<file path="config.mk">
export PLATFORM = sky130hd
export DESIGN_NAME = mem_stage
export DESIGN_NICKNAME = d
export VERILOG_FILES = /design/src/rtl/mem_pkg.sv /design/src/rtl/load_formatter.sv /design/src/rtl/mem_stage.sv
export SDC_FILE = /design/constraint.sdc
export NUM_CORES = 1
export LEC_CHECK = 0
export ABC_AREA = 1
export CAP_MARGIN = 20
export CORE_MARGIN = 2
export CORE_UTILIZATION = 39
export CTS_CLUSTER_DIAMETER = 30
export CTS_CLUSTER_SIZE = 14
export DETAILED_ROUTE_END_ITERATION = 10
export PLACE_DENSITY = 0.83
export SLEW_MARGIN = 20
export SYNTH_ARGS = -nofsm -noshare
export SYNTH_HDL_FRONTEND = slang
export SYNTH_SLANG_ARGS = --single-unit
</file>
<file path="constraint.sdc">
create_clock -name clk -period 4.4 [get_ports clk]
set_clock_uncertainty 0.05 [all_clocks]
set_input_delay 0.88 -clock clk [delete_from_list [all_inputs] [get_ports clk]]
set_output_delay 0.88 -clock clk [all_outputs]
set_load 0.02 [all_outputs]
</file>
<file path="src/rtl/mem_pkg.sv">
// mem_pkg: shared constants, state type and counter sizing for the memory stage
package mem_pkg;
    localparam logic [2:0] F3_B  = 3'b000;
    localparam logic [2:0] F3_H  = 3'b001;
    localparam logic [2:0] F3_W  = 3'b010;
    localparam logic [2:0] F3_BU = 3'b100;
    localparam logic [2:0] F3_HU = 3'b101;

    typedef enum logic [1:0] {IDLE, WAIT, DONE} state_t;

    function automatic int cnt_w(input int t);
        return (t > 0) ? $clog2(t + 1) : 1;
    endfunction
endpackage

</file>
<file path="src/rtl/load_formatter.sv">
// load_formatter: lane extraction and sign/zero extension of a read word
module load_formatter
    import mem_pkg::*;
(
    input  logic [31:0] rdata,
    input  logic [1:0]  addr,
    input  logic [2:0]  funct3,
    output logic [31:0] data
);
    logic [7:0]  b;
    logic [15:0] h;

    always_comb begin
        b = 8'(rdata >> {addr, 3'b000});
        h = addr[1] ? rdata[31:16] : rdata[15:0];
        data = funct3 == F3_B  ? {{24{b[7]}}, b} :
               funct3 == F3_BU ? {24'b0, b} :
               funct3 == F3_H  ? {{16{h[15]}}, h} :
               funct3 == F3_HU ? {16'b0, h} :
               funct3 == F3_W  ? rdata : 32'b0;
    end
endmodule

</file>
<file path="src/rtl/mem_stage.sv">
// mem_stage: RV32I memory-access stage with handshaked data port, stall,
// timeout completion and load buffering while the pipeline is held
module mem_stage
    import mem_pkg::*;
#(
    parameter int TIMEOUT = 15
) (
    input  logic        clk,
    input  logic        rst,
    input  logic        mem_rd_in,
    input  logic        mem_wr_in,
    input  logic [2:0]  funct3_in,
    input  logic [31:0] ula_res_in,
    input  logic [31:0] store_data_in,
    input  logic        reg_wr_in,
    input  logic        mux_reg_wr_in,
    input  logic        hold,
    output logic        dmem_req,
    output logic        dmem_we,
    output logic [31:0] dmem_addr,
    output logic [31:0] dmem_wdata,
    output logic [3:0]  dmem_be,
    input  logic        dmem_ack,
    input  logic [31:0] dmem_rdata,
    output logic        stall,
    output logic        reg_wr_out,
    output logic        mux_reg_wr_out,
    output logic [31:0] ula_res_out,
    output logic [31:0] mem_res_out,
    output logic        misalign,
    output logic        bus_err
);
    localparam int CW = cnt_w(TIMEOUT);
    localparam logic [CW-1:0] TO_LAST = CW'(TIMEOUT - 1);

    state_t        state, state_n;
    logic [CW-1:0] cnt;
    logic [31:0]   lb_q, fmt;
    logic          to_q;
    logic          acc, load, mis, go, to, fin, keep;

    load_formatter u_fmt (
        .rdata  (dmem_rdata),
        .addr   (ula_res_in[1:0]),
        .funct3 (funct3_in),
        .data   (fmt)
    );

    always_comb begin
        acc = mem_rd_in | mem_wr_in;
        load = mem_rd_in & ~mem_wr_in;
        mis = acc && (funct3_in inside {3'b011, 3'b110, 3'b111} ||
                      (funct3_in[1:0] == 2'b01 && ula_res_in[0]) ||
                      (funct3_in[1:0] == 2'b10 && ula_res_in[1:0] != 2'b00));
        go = acc && !mis;
        // cnt counts the request cycle too, so the timeout lands on access cycle TIMEOUT
        to = (TIMEOUT != 0) && state == WAIT && !dmem_ack && cnt >= TO_LAST;
        fin = (state == IDLE && go && dmem_ack) || (state == WAIT && (dmem_ack || to));
        keep = hold && load;
        state_n = fin ? (keep ? DONE : IDLE) :
                  state == IDLE ? (go ? WAIT : IDLE) :
                  state == DONE ? (hold ? DONE : IDLE) : WAIT;
    end

    assign dmem_req = !rst && ((state == IDLE && go) || state == WAIT);
    assign dmem_we = dmem_req && mem_wr_in;
    assign dmem_addr = rst ? 32'b0 : {ula_res_in[31:2], 2'b00};
    assign dmem_wdata = rst ? 32'b0 :
                        funct3_in[1:0] == 2'b00 ? {4{store_data_in[7:0]}} :
                        funct3_in[1:0] == 2'b01 ? {2{store_data_in[15:0]}} : store_data_in;
    assign dmem_be = !dmem_req ? 4'b0000 :
                     !mem_wr_in ? 4'b1111 :
                     funct3_in[1:0] == 2'b00 ? 4'b0001 << ula_res_in[1:0] :
                     funct3_in[1:0] == 2'b01 ? (ula_res_in[1] ? 4'b1100 : 4'b0011) : 4'b1111;
    assign stall = dmem_req && !fin;
    assign misalign = !rst && mis;
    assign bus_err = !rst && to;
    assign reg_wr_out = !rst && reg_wr_in && !mis && !(load && to) && !(state == DONE && to_q);
    assign mem_res_out = rst ? 32'b0 :
                         state == DONE ? lb_q :
                         (load && go && dmem_ack) ? fmt : 32'b0;
    assign ula_res_out = ula_res_in;
    assign mux_reg_wr_out = mux_reg_wr_in;

    always_ff @(posedge clk or posedge rst) begin
        if (rst) begin
            state <= IDLE;
            cnt <= '0;
            lb_q <= '0;
            to_q <= 1'b0;
        end else begin
            state <= state_n;
            cnt <= state_n != WAIT ? '0 : state == WAIT ? cnt + 1'b1 : CW'(1);
            if (fin && load) begin
                lb_q <= to ? 32'b0 : fmt;
                to_q <= to;
            end
        end
    end
endmodule

</file>
==> impl_results.rst <==
.. list-table::
   :header-rows: 1

   * - Metric
     - Value
   * - WP data arrival
     - 3.24 ns
   * - Pins over their slew limit
     - 0
   * - Detailed-route via count
     - 5367
   * - Delay of the slowest critical-path stage
     - 0.64 ns
   * - Initial DRT Pass Iterations
     - 5
   * - Most Frequent Cell on Critical Path
     - nand2_1
   * - Post-synth top flop
     - dfrtp_1
   * - Flip-flop and latch count after synthesis
     - 39
   * - Chip Width
     - 108 um
   * - PortBufs
     - 241
   * - Maximum clock frequency
     - 240 MHz
   * - Number of DRC violations after detailed routing
     - 0
   * - Most used standard cells in the synthesized netlist
     - 284 x nand2_1, 102 x nand3_1, 81 x nor2_1, 75 x inv_1, 51 x a21oi_1
   * - Post-synthesis cell type count
     - 28
   * - Area added between synthesis and finish
     - 55.8%
   * - Count of flip-flops with a built-in enable after synthesis
     - 0
   * - Clock slew at the register clock pins of the worst setup and hold paths
     - 0.08 ns
   * - Clock Sinks
     - 39
   * - Class of the tightest hold or removal check
     - flop to flop
   * - Clock latency at the later pin of the worst-skew pair
     - 0.29 ns
   * - Post-route worst hold slack
     - 0.425 ns
   * - Maximum net fanout on the critical path
     - 19
   * - Final critical-path required period
     - 4.17 ns
   * - Std cell rows
     - 37
   * - Hpwl dp
     - 12.1 mm
   * - Leakage power figure
     - 0.00324 uW
   * - # IOs
     - 246
   * - Most repeated cell in the gate-level netlist after synthesis
     - nand2_1
   * - Hold path start
     - lb_q[6]$_DFFE_PP0P_
   * - Final Hold Fails
     - 0
   * - Initial core utilization
     - 0.405
   * - Kind of cell adding the most delay to the critical path
     - buffers and inverters
   * - Count of nets left with antenna violations after detail routing
     - 0
   * - Die boundary height
     - 108 um
   * - Critical path launch point type
     - primary input
   * - Sum of negative setup slack
     - 0 ns
   * - Top cells by area in the synthesized netlist
     - nand2_1 25%, dfrtp_1 23%, nand3_1 12%, buf_4 8.9%, nor2_1 7.2%
   * - Initial detailed-routing violation count
     - 439
   * - Total die area
     - 0.0116 mm^2
   * - Number of buffers added by the clock tree synthesis step
     - 5
   * - Reg-to-reg critical path startpoint
     - cnt[0]$_DFF_PP0_
   * - Fraction of the yosys area taken by sequential cells
     - 0.232
   * - Cell type contributing the most total cell area after synthesis
     - nand2_1
   * - Syn Area/Cell
     - 5.55 um^2
   * - Share of post-route cells with drive strength above 1
     - 0.0444
   * - Clock tree buffer depth
     - 2
   * - Maximum number of pins on one net before global-route repair
     - 88
   * - Number of warnings issued by yosys
     - 0
   * - Peak supply drop
     - 0.130 mV
   * - Netlist area before placement
     - 0.00420 mm^2
   * - Period utilisation layout
     - 0.948
   * - Clock root buffer
     - clkbuf_8
   * - Slew at the pin closest to its max-slew limit
     - 0.765 ns
   * - Critical Path RT
     - 3.47 ns
   * - Routed wire length per instance
     - 15.0 um
   * - Crit end category
     - output pin
   * - Total global routing track utilization
     - 0.272
   * - Standard cell with the maximum stage delay on the critical path
     - clkdlybuf4s50_1
   * - Areal power density over the cells
     - 244 mW/mm^2
   * - Ant diodes
     - 0
   * - Setup repair after global routing missed its margin
     - false
   * - GP Congestion
     - 0.942
   * - Number of buffers inserted to repair setup after CTS
     - 0
   * - Max-Cap Viols
     - 0
   * - Clock tree from TritonCTS
     - yes
   * - Synth Instances
     - 757
   * - First-pass GRT wire length
     - 25.3 mm
   * - Ys async rst share
     - 1.00
   * - Number of antenna violations at the first check in global routing
     - 0
   * - DRT Wirelength
     - 16.2 mm
   * - Total setup violations reported at the end of the flow
     - 0
   * - Vias in the first global route
     - 4898
   * - Number of H-tree branching levels
     - 2
   * - Number of nets in the finished design
     - 1053
   * - Critical Path Start
     - funct3_in[2]
   * - Run status
     - completed
   * - Residual overflow from global routing
     - 0
   * - Yosys top cell area share
     - 0.254
   * - Std-Cell Core Area
     - 0.0104 mm^2
   * - Via density per instance
     - 4.96
   * - Classification of the worst setup path
     - primary input to output pin
   * - Worst path cell trace
     - clkdlybuf4s50_1, nor2_4, buf_4, nand2_1, nand2_1, nand2_1, nand3_1, nand3_1, a21oi_1, clkdlybuf4s50_1
   * - Max transition margin
     - 0.490
   * - Crit path buffers/inverters
     - 3
flip-flops by register name (all words and copies together), names as in the netlist:
name and cells:
state 2, cnt 4, lb_q 32, to_q 1
through the flow:
step | utilization | power, uW | instance area [um^2] | std cells | setup slack (ns)
6_report | 0.631 | 1600 | 6550 | 1081 | 0.227
5_1_grt | 0.631 | 1710 | 6550 | 1081 | 0.0213
4_1_cts | 0.630 | 1600 | 6540 | 1081 | 0.164
3_5_place_dp | 0.622 | 1360 | 6450 | 1073 | 0.172
3_3_place_gp | 0.622 | 1340 | 6450 | 1073 | 0.163
2_1_floorplan | - | 1030 | 4210 | 758 | 0.495
placed cells by master (no fill, tap or decap):
cell / n
a21boi_2: 1
dlymetal6s2s_1: 3
a211oi_1: 1
a31oi_1: 2
buf_12: 4
nor2_1: 80
nand4_1: 1
clkbuf_1: 2
nor3_1: 2
nor2_2: 2
clkdlybuf4s50_1: 237
nand3_1: 102
nor2_4: 3
dfrtp_1: 39
inv_1: 74
nand3_2: 2
a21oi_1: 51
buf_2: 1
clkbuf_8: 5
nand2_2: 5
nand2_4: 1
nand2_1: 284
o21ai_0: 18
clkinv_2: 1
nand3b_1: 1
inv_4: 1
clkinv_1: 2
buf_4: 14
conb_1: 2
inv_2: 2
ha_1: 2
layout make-up:
class / count / area (um^2)
timing repair buffer: 259 / 2600
fill: 997 / 3820
multi-input combinational: 560 / 2420
sequential: 39 / 976
inverter: 79 / 299
clock inverter: 1 / 5.00
tap: 136 / 170
clock buffer: 7 / 76.3
worst reg2reg max path, delay by kind of cell (launching register included):
| kind | cells | cell delay (ns) |
|---|---|---|
| buffers and inverters | 1 | 0.07 |
| adders and majority gates | 1 | 0.13 |
| DFF | 1 | 0.41 |
| AOI/OAI and AO/OA | 1 | 0.06 |
| and+or+nand+nor | 6 | 1.28 |
cell families (layout without fill, tap and decap cells):
kind of cell             Yosys count  after routing  share of synthesized area
AND/OR/NAND/NOR                  483            483                      0.478
buffers and inverters            159            346                      0.194
AO/OA/AOI/OAI                     73             73                     0.0896
flip-flops                        39             39                      0.232
adder cells (fa/ha/maj)            2              2                    0.00595
other                              1              2                   0.000893
timing repair:
item / in CTS / in global routing
endpoints found under the setup margin: 0 / 20
hold buffers: 0 / 0
gates resized for setup: 0 / 4
final timing paths:
check / endpoint / slack (ns) / cells past startpoint
worst max-delay path: mem_res_out[10] / 0.23 / 10
worst max register to register: lb_q[15]$_DFFE_PP0P_ / 2.28 / 9
min in group asynchronous: lb_q[7]$_DFFE_PP0P_ / 0.49 / 2
worst min register to register: lb_q[6]$_DFFE_PP0P_ / 0.42 / 2
max in group asynchronous: lb_q[31]$_DFFE_PP0P_ / 3.04 / 3
worst min-delay path: lb_q[6]$_DFFE_PP0P_ / 0.42 / 2
per-layer routing:
layer | vias up | global-route usage | wire, um | share of wire
met5 | - | 0 | 0 | 0
met4 | 0 | 0.0614 | 273 | 0.017
met3 | 21 | 0.0502 | 1270 | 0.078
met2 | 261 | 0.443 | 7470 | 0.46
met1 | 2398 | 0.375 | 7200 | 0.44
li1 | 2687 | - | - | -
power breakdown:
group / internal (uW) / switching, uW / leakage [uW]
Clock: 111 / 127 / 0.0000422
Sequential: 503 / 78.3 / 0.000512
Combinational: 338 / 437 / 0.00268
Total: 952 / 643 / 0.00324
No activity file was read; power rests on OpenSTA's default activity.
